`src/rtl/bus_endpoint_fifo_if.sv`:
```
// bus_endpoint_fifo_if: arbiter-, host- and status-facing signals of one bus endpoint
interface bus_endpoint_fifo_if #(parameter int pckg_sz = 16);
  logic pndng, pop, push, tx_wr, tx_full, rx_rd, rx_empty, underflow;
  logic [pckg_sz-1:0] D_pop, D_push, tx_data, rx_data;
  logic [7:0] drop_cnt, misroute_cnt;
  modport master (
    input pndng, D_pop, tx_full, rx_data, rx_empty, drop_cnt, misroute_cnt, underflow,
    output pop, push, D_push, tx_wr, tx_data, rx_rd
  );
  modport slave (
    output pndng, D_pop, tx_full, rx_data, rx_empty, drop_cnt, misroute_cnt, underflow,
    input pop, push, D_push, tx_wr, tx_data, rx_rd
  );
endinterface

```
`src/rtl/bus_endpoint_fifo.sv`:
```
// bus_endpoint_fifo: TX/RX FWFT FIFOs between a bus arbiter port and the device host
module bus_endpoint_fifo #(
  parameter int pckg_sz = 16,
  parameter int depth = 8,
  parameter logic [7:0] id = 8'h00,
  parameter logic [7:0] bcast = 8'hFF
) (
  input logic clk,
  input logic reset,
  bus_endpoint_fifo_if.slave bus
);
  localparam int aw = $clog2(depth);
  localparam logic [aw:0] full_cnt = (aw+1)'(depth);
  logic [pckg_sz-1:0] tx_mem [depth];
  logic [pckg_sz-1:0] rx_mem [depth];
  logic [aw-1:0] tx_wp_q, tx_wp_d, tx_rp_q, tx_rp_d, rx_wp_q, rx_wp_d, rx_rp_q, rx_rp_d;
  logic [aw:0] tx_cnt_q, tx_cnt_d, rx_cnt_q, rx_cnt_d;
  logic [7:0] drop_q, drop_d, mis_q, mis_d;
  logic under_q, under_d;
  logic tx_full, tx_empty, rx_full, rx_empty, dest_ok, tx_we, tx_re, rx_we, rx_re;
  // full/empty come from registered counts, so a same-cycle read never frees a slot
  always_comb begin
    tx_full = tx_cnt_q == full_cnt;
    tx_empty = tx_cnt_q == '0;
    rx_full = rx_cnt_q == full_cnt;
    rx_empty = rx_cnt_q == '0;
    dest_ok = bus.D_push[pckg_sz-1 -: 8] == id || bus.D_push[pckg_sz-1 -: 8] == bcast;
    tx_we = bus.tx_wr && !tx_full;
    tx_re = bus.pop && !tx_empty;
    rx_we = bus.push && dest_ok && !rx_full;
    rx_re = bus.rx_rd && !rx_empty;
    tx_wp_d = tx_wp_q + aw'(tx_we);
    tx_rp_d = tx_rp_q + aw'(tx_re);
    rx_wp_d = rx_wp_q + aw'(rx_we);
    rx_rp_d = rx_rp_q + aw'(rx_re);
    tx_cnt_d = tx_cnt_q + (aw+1)'(tx_we) - (aw+1)'(tx_re);
    rx_cnt_d = rx_cnt_q + (aw+1)'(rx_we) - (aw+1)'(rx_re);
    drop_d = drop_q + 8'(bus.push && dest_ok && rx_full && drop_q != 8'hFF);
    mis_d = mis_q + 8'(bus.push && !dest_ok && mis_q != 8'hFF);
    under_d = under_q || (bus.pop && tx_empty);
  end
  always_ff @(posedge clk or negedge reset) begin
    if (!reset) begin
      tx_wp_q <= '0;
      tx_rp_q <= '0;
      rx_wp_q <= '0;
      rx_rp_q <= '0;
      tx_cnt_q <= '0;
      rx_cnt_q <= '0;
      drop_q <= '0;
      mis_q <= '0;
      under_q <= 1'b0;
    end else begin
      tx_wp_q <= tx_wp_d;
      tx_rp_q <= tx_rp_d;
      rx_wp_q <= rx_wp_d;
      rx_rp_q <= rx_rp_d;
      tx_cnt_q <= tx_cnt_d;
      rx_cnt_q <= rx_cnt_d;
      drop_q <= drop_d;
      mis_q <= mis_d;
      under_q <= under_d;
    end
  end
  always_ff @(posedge clk) begin
    if (tx_we) tx_mem[tx_wp_q] <= bus.tx_data;
    if (rx_we) rx_mem[rx_wp_q] <= bus.D_push;
  end
  assign bus.pndng = !tx_empty;
  assign bus.D_pop = tx_empty ? '0 : tx_mem[tx_rp_q];
  assign bus.tx_full = tx_full;
  assign bus.rx_empty = rx_empty;
  assign bus.rx_data = rx_empty ? '0 : rx_mem[rx_rp_q];
  assign bus.drop_cnt = drop_q;
  assign bus.misroute_cnt = mis_q;
  assign bus.underflow = under_q;
endmodule

```
`src/flat_wrapper.sv`:
```
// flat-port wrapper written by rule: the top's interface ports become plain ports
module bus_endpoint_fifo_flat 
#(
  parameter int pckg_sz = 16,
  parameter int depth = 8,
  parameter logic [7:0] id = 8'h00,
  parameter logic [7:0] bcast = 8'hFF
)
  (clk, reset, bus_pndng, bus_D_pop, bus_tx_full, bus_rx_data, bus_rx_empty, bus_drop_cnt, bus_misroute_cnt, bus_underflow, bus_pop, bus_push, bus_D_push, bus_tx_wr, bus_tx_data, bus_rx_rd);
  bus_endpoint_fifo_if #(.pckg_sz(pckg_sz)) bus_i ();
  input logic clk;
  input logic reset;
  output wire logic [$bits(bus_i.pndng)-1:0] bus_pndng;
  output wire logic [$bits(bus_i.D_pop)-1:0] bus_D_pop;
  output wire logic [$bits(bus_i.tx_full)-1:0] bus_tx_full;
  output wire logic [$bits(bus_i.rx_data)-1:0] bus_rx_data;
  output wire logic [$bits(bus_i.rx_empty)-1:0] bus_rx_empty;
  output wire logic [$bits(bus_i.drop_cnt)-1:0] bus_drop_cnt;
  output wire logic [$bits(bus_i.misroute_cnt)-1:0] bus_misroute_cnt;
  output wire logic [$bits(bus_i.underflow)-1:0] bus_underflow;
  input wire logic [$bits(bus_i.pop)-1:0] bus_pop;
  input wire logic [$bits(bus_i.push)-1:0] bus_push;
  input wire logic [$bits(bus_i.D_push)-1:0] bus_D_push;
  input wire logic [$bits(bus_i.tx_wr)-1:0] bus_tx_wr;
  input wire logic [$bits(bus_i.tx_data)-1:0] bus_tx_data;
  input wire logic [$bits(bus_i.rx_rd)-1:0] bus_rx_rd;
  assign bus_pndng = bus_i.pndng;
  assign bus_D_pop = bus_i.D_pop;
  assign bus_tx_full = bus_i.tx_full;
  assign bus_rx_data = bus_i.rx_data;
  assign bus_rx_empty = bus_i.rx_empty;
  assign bus_drop_cnt = bus_i.drop_cnt;
  assign bus_misroute_cnt = bus_i.misroute_cnt;
  assign bus_underflow = bus_i.underflow;
  assign bus_i.pop = bus_pop;
  assign bus_i.push = bus_push;
  assign bus_i.D_push = bus_D_push;
  assign bus_i.tx_wr = bus_tx_wr;
  assign bus_i.tx_data = bus_tx_data;
  assign bus_i.rx_rd = bus_rx_rd;
  bus_endpoint_fifo #(.pckg_sz(pckg_sz), .depth(depth), .id(id), .bcast(bcast)) u_core (.clk(clk), .reset(reset), .bus(bus_i));
endmodule
```
`config.mk`:
```
export PLATFORM = sky130hd
export DESIGN_NAME = bus_endpoint_fifo_flat
export DESIGN_NICKNAME = d
export VERILOG_FILES = /design/src/rtl/bus_endpoint_fifo_if.sv /design/src/rtl/bus_endpoint_fifo.sv /design/src/flat_wrapper.sv
export SDC_FILE = /design/constraint.sdc
export NUM_CORES = 1
export LEC_CHECK = 0
export CAP_MARGIN = 5
export CORE_ASPECT_RATIO = 0.6
export CORE_MARGIN = 3
export CORE_UTILIZATION = 25
export CTS_BUF_LIST = sky130_fd_sc_hd__clkbuf_8
export DETAILED_ROUTE_END_ITERATION = 8
export PLACE_DENSITY = 0.4
export SYNTH_ARGS = -nofsm -noshare
export SYNTH_HDL_FRONTEND = slang
export SYNTH_SLANG_ARGS = --single-unit
```
`constraint.sdc`:
```
create_clock -name clk -period 3.6 [get_ports clk]
set_input_delay 1.08 -clock clk [delete_from_list [all_inputs] [get_ports clk]]
set_output_delay 1.08 -clock clk [all_outputs]
set_load 0.05 [all_outputs]
```
==> metrics.txt <==
commonest cells after routing, fill and taps aside 256 x edfxtp_1, 66 x buf_4, 64 x mux4_2; r2r setup slk 1.16 ns; Synth-to-Final Area Change 25.9%; Area after DPL 0.0136 mm²; fmax ~300 MHz; Yosys reg bits between 200 and 300; Initial Util 0.256; RSZ-0062 raised after global routing false; clk_skew approximately 0.033 ns; max-slew violation count 0; drt total wl 28.0 mm; multi-input logic area roughly 0.0029 mm²; DR pass1 iterations 4; Slew headroom 0.402; Worst Slack Setup Final 0.225 ns; dpl ws around 0.0043 ns; DP Cell Count between 1k and 1.5k; flip-flop and latch area around 0.0086 mm²; commonest non-fill, non-tap cell in the layout edfxtp_1; fin area between 0.01 and 0.015 mm²; final setup vio count 0; Arr. time, crit path ~2.3 ns; core area approximately 0.045 mm²; Overall Global Routing Usage 0.114; worst slew pin tran ~0.9 ns; worst-path cell chain buf_16 -> mux4_2 -> mux2i_1 -> nor2_1 -> buf_4; Final Cycle Share 0.937; Max Cap Viol 0; Worst path max stage delay roughly 0.51 ns; Setup CP Type reg2out; die height 173 µm; outcome complete, no violations; final net count between 700 and 800; CP Max Fanout 16; first-pass GRT wire length around 42 mm; vias per inst about 4.2; Mapped Cells about 570; power per cell area approximately 800 mW/mm²; sequential area share after synthesis 0.743; setup tns final 0 ns; CTS Hold Buffers Added 0; leading post-synthesis cells by cell area edfxtp_1 66%, mux4_2 12%, dfrtp_1 8.0%; Critical Path Source Type flop; FP Rows 60; Setup crit end kind primary output; setup bufs post-CTS 0; Worst Hold Class reg2reg; Post-Syn Area ~0.012 mm²; Worst-path clk slew 0.06 ns; Distinct cells, synth 33; Top FF cell, synth edfxtp_1; Pleak around 0.0052 µW; post-DP HPWL roughly 17 mm; initial antenna violation count 1; largest area contributor in the netlist edfxtp_1; Root Buffer clkbuf_8; Net Count, Synth ~640; gp weighted congestion approximately 0.72; final hold viol count 0; final worst path period need around 3.4 ns; mean post-synth cell area just over 20 µm²; number of synthesized flops with an enable pin between 200 and 300; Final Non-Filler Cells 1395; Routed Antenna Nets 0; gr ovfl total 0; Remaining DRCs 0; FFs w/ async S/R, synth 0.126; die area just under 0.05 mm²; Worst-Skew Late Latency ~0.58 ns; vias in the first global route roughly 6.5k; via count a little under 6k; largest net degree at the start of global routing 38; filler cell count 4335; clock tree from TritonCTS built; IO Count 90; Port Buf Inserts between 80 and 90; H-tree Lvls 2; area share of the largest cell type after synthesis 0.664; fraction of layout cells with a size suffix above 1 0.288; Yosys Warn Count 0; per-cell routed wire length around 20 µm; Worst VDD drop approximately 0.34 mV; clock sinks just under 300; maximum buffer depth of the clock tree 3; chip width 284 µm; Num CTS Buffers 49; initial drt markers 286; Critical Path RT between 2 and 3 ns; Crit-path slowest cell mux4_2
## power breakdown
group / switching (µW) / leakage (µW) / total (µW) / internal, µW
combinational: 2950 / 0.00183 / 4720 / 1770
clock: 1330 / 0.000584 / 2980 / 1650
sequential: 194 / 0.00277 / 4280 / 4080
total: 4480 / 0.00518 / 12000 / 7500
## Yosys cell counts, types with 4 or more instances
cell	n
ha_1	24
dfrtp_1	37
buf_2	11
inv_1	15
nor2_1	45
edfxtp_1	256
mux4_2	64
and3_1	5
nand4_1	6
xnor2_1	10
buf_1	5
mux2i_1	32
nand3_1	7
nand2_1	6
nor3_1	4
clkbuf_1	7
xor2_1	11
## final cells by class
type                            count  share of cell area
Timing Repair Buffer              133              0.0879
Inverter                           15             0.00386
Clock inverter                     39              0.0184
Sequential cell                   293               0.591
Antenna cell                        1            0.000172
Multi-Input combinational cell    241               0.196
Tap cell                          620              0.0532
Clock buffer                       53              0.0500
## metrics by stage
step	util	hold WS [ns]	total power, µW
finish	0.322	0.464	12000
CTS	0.322	0.470	12200
global placement	0.299	0.451	9060
detailed placement	0.299	0.455	9130
floorplan	-	0.473	7560
global route	0.322	0.486	12700
## what timing repair did
item                       4_1_cts  5_1_grt
cloned                           0        1
resized for setup                1        1
setup endpoints to repair        1        1
## layer usage
metal | vias up | share of wire | GRT usage
li1 | 2613 | - | -
met1 | 3147 | 0.47 | 0.159
met2 | 108 | 0.47 | 0.178
met3 | 40 | 0.040 | 0.0252
met4 | 0 | 0.017 | 0.0346
met5 | - | 0 | 0
## flip-flops by register name (all words and copies together), names as in the netlist
signal,cells
u_core.tx_cnt_q,4
u_core.tx_rp_q,3
u_core.rx_cnt_q,4
u_core.rx_mem,128
u_core.bus.drop_cnt,8
u_core.tx_mem,128
u_core.rx_wp_q,3
u_core.bus.misroute_cnt,8
u_core.rx_rp_q,3
u_core.bus.underflow,1
u_core.tx_wp_q,3
## cell families (layout without fill, tap and decap cells)
group,count (synthesis),count (layout),share of synthesized area
AO/OA/AOI/OAI,6,6,0.00464
XOR/XNOR,21,21,0.0159
adder cells (fa/ha/maj),26,26,0.0294
buffers and inverters,38,240,0.0135
flip-flops,293,293,0.743
multiplexers,96,96,0.152
other,0,1,0
AND/OR/NAND/NOR,92,92,0.0410
## worst max-delay path, delay by kind of cell (launching register included)
family	cells	cell delay, ns
buf+inv	2	0.42
simple gates	1	0.11
flops	1	0.46
mux	2	0.70
## final timing paths
path / to / cells past startpoint / from
worst max-delay path: bus_rx_data[9] / 5 / u_core.rx_rp_q[0]
worst min-delay path: u_core.bus.underflow / 1 / u_core.bus.underflow
worst max register to register: u_core.tx_cnt_q[2] / 10 / u_core.tx_cnt_q[2]
worst min register to register: u_core.bus.underflow / 1 / u_core.bus.underflow
max in group asynchronous: u_core.tx_rp_q[0] / 1 / reset
min in group asynchronous: u_core.bus.drop_cnt[0] / 1 / reset
No activity file was read; power rests on OpenSTA's default activity.
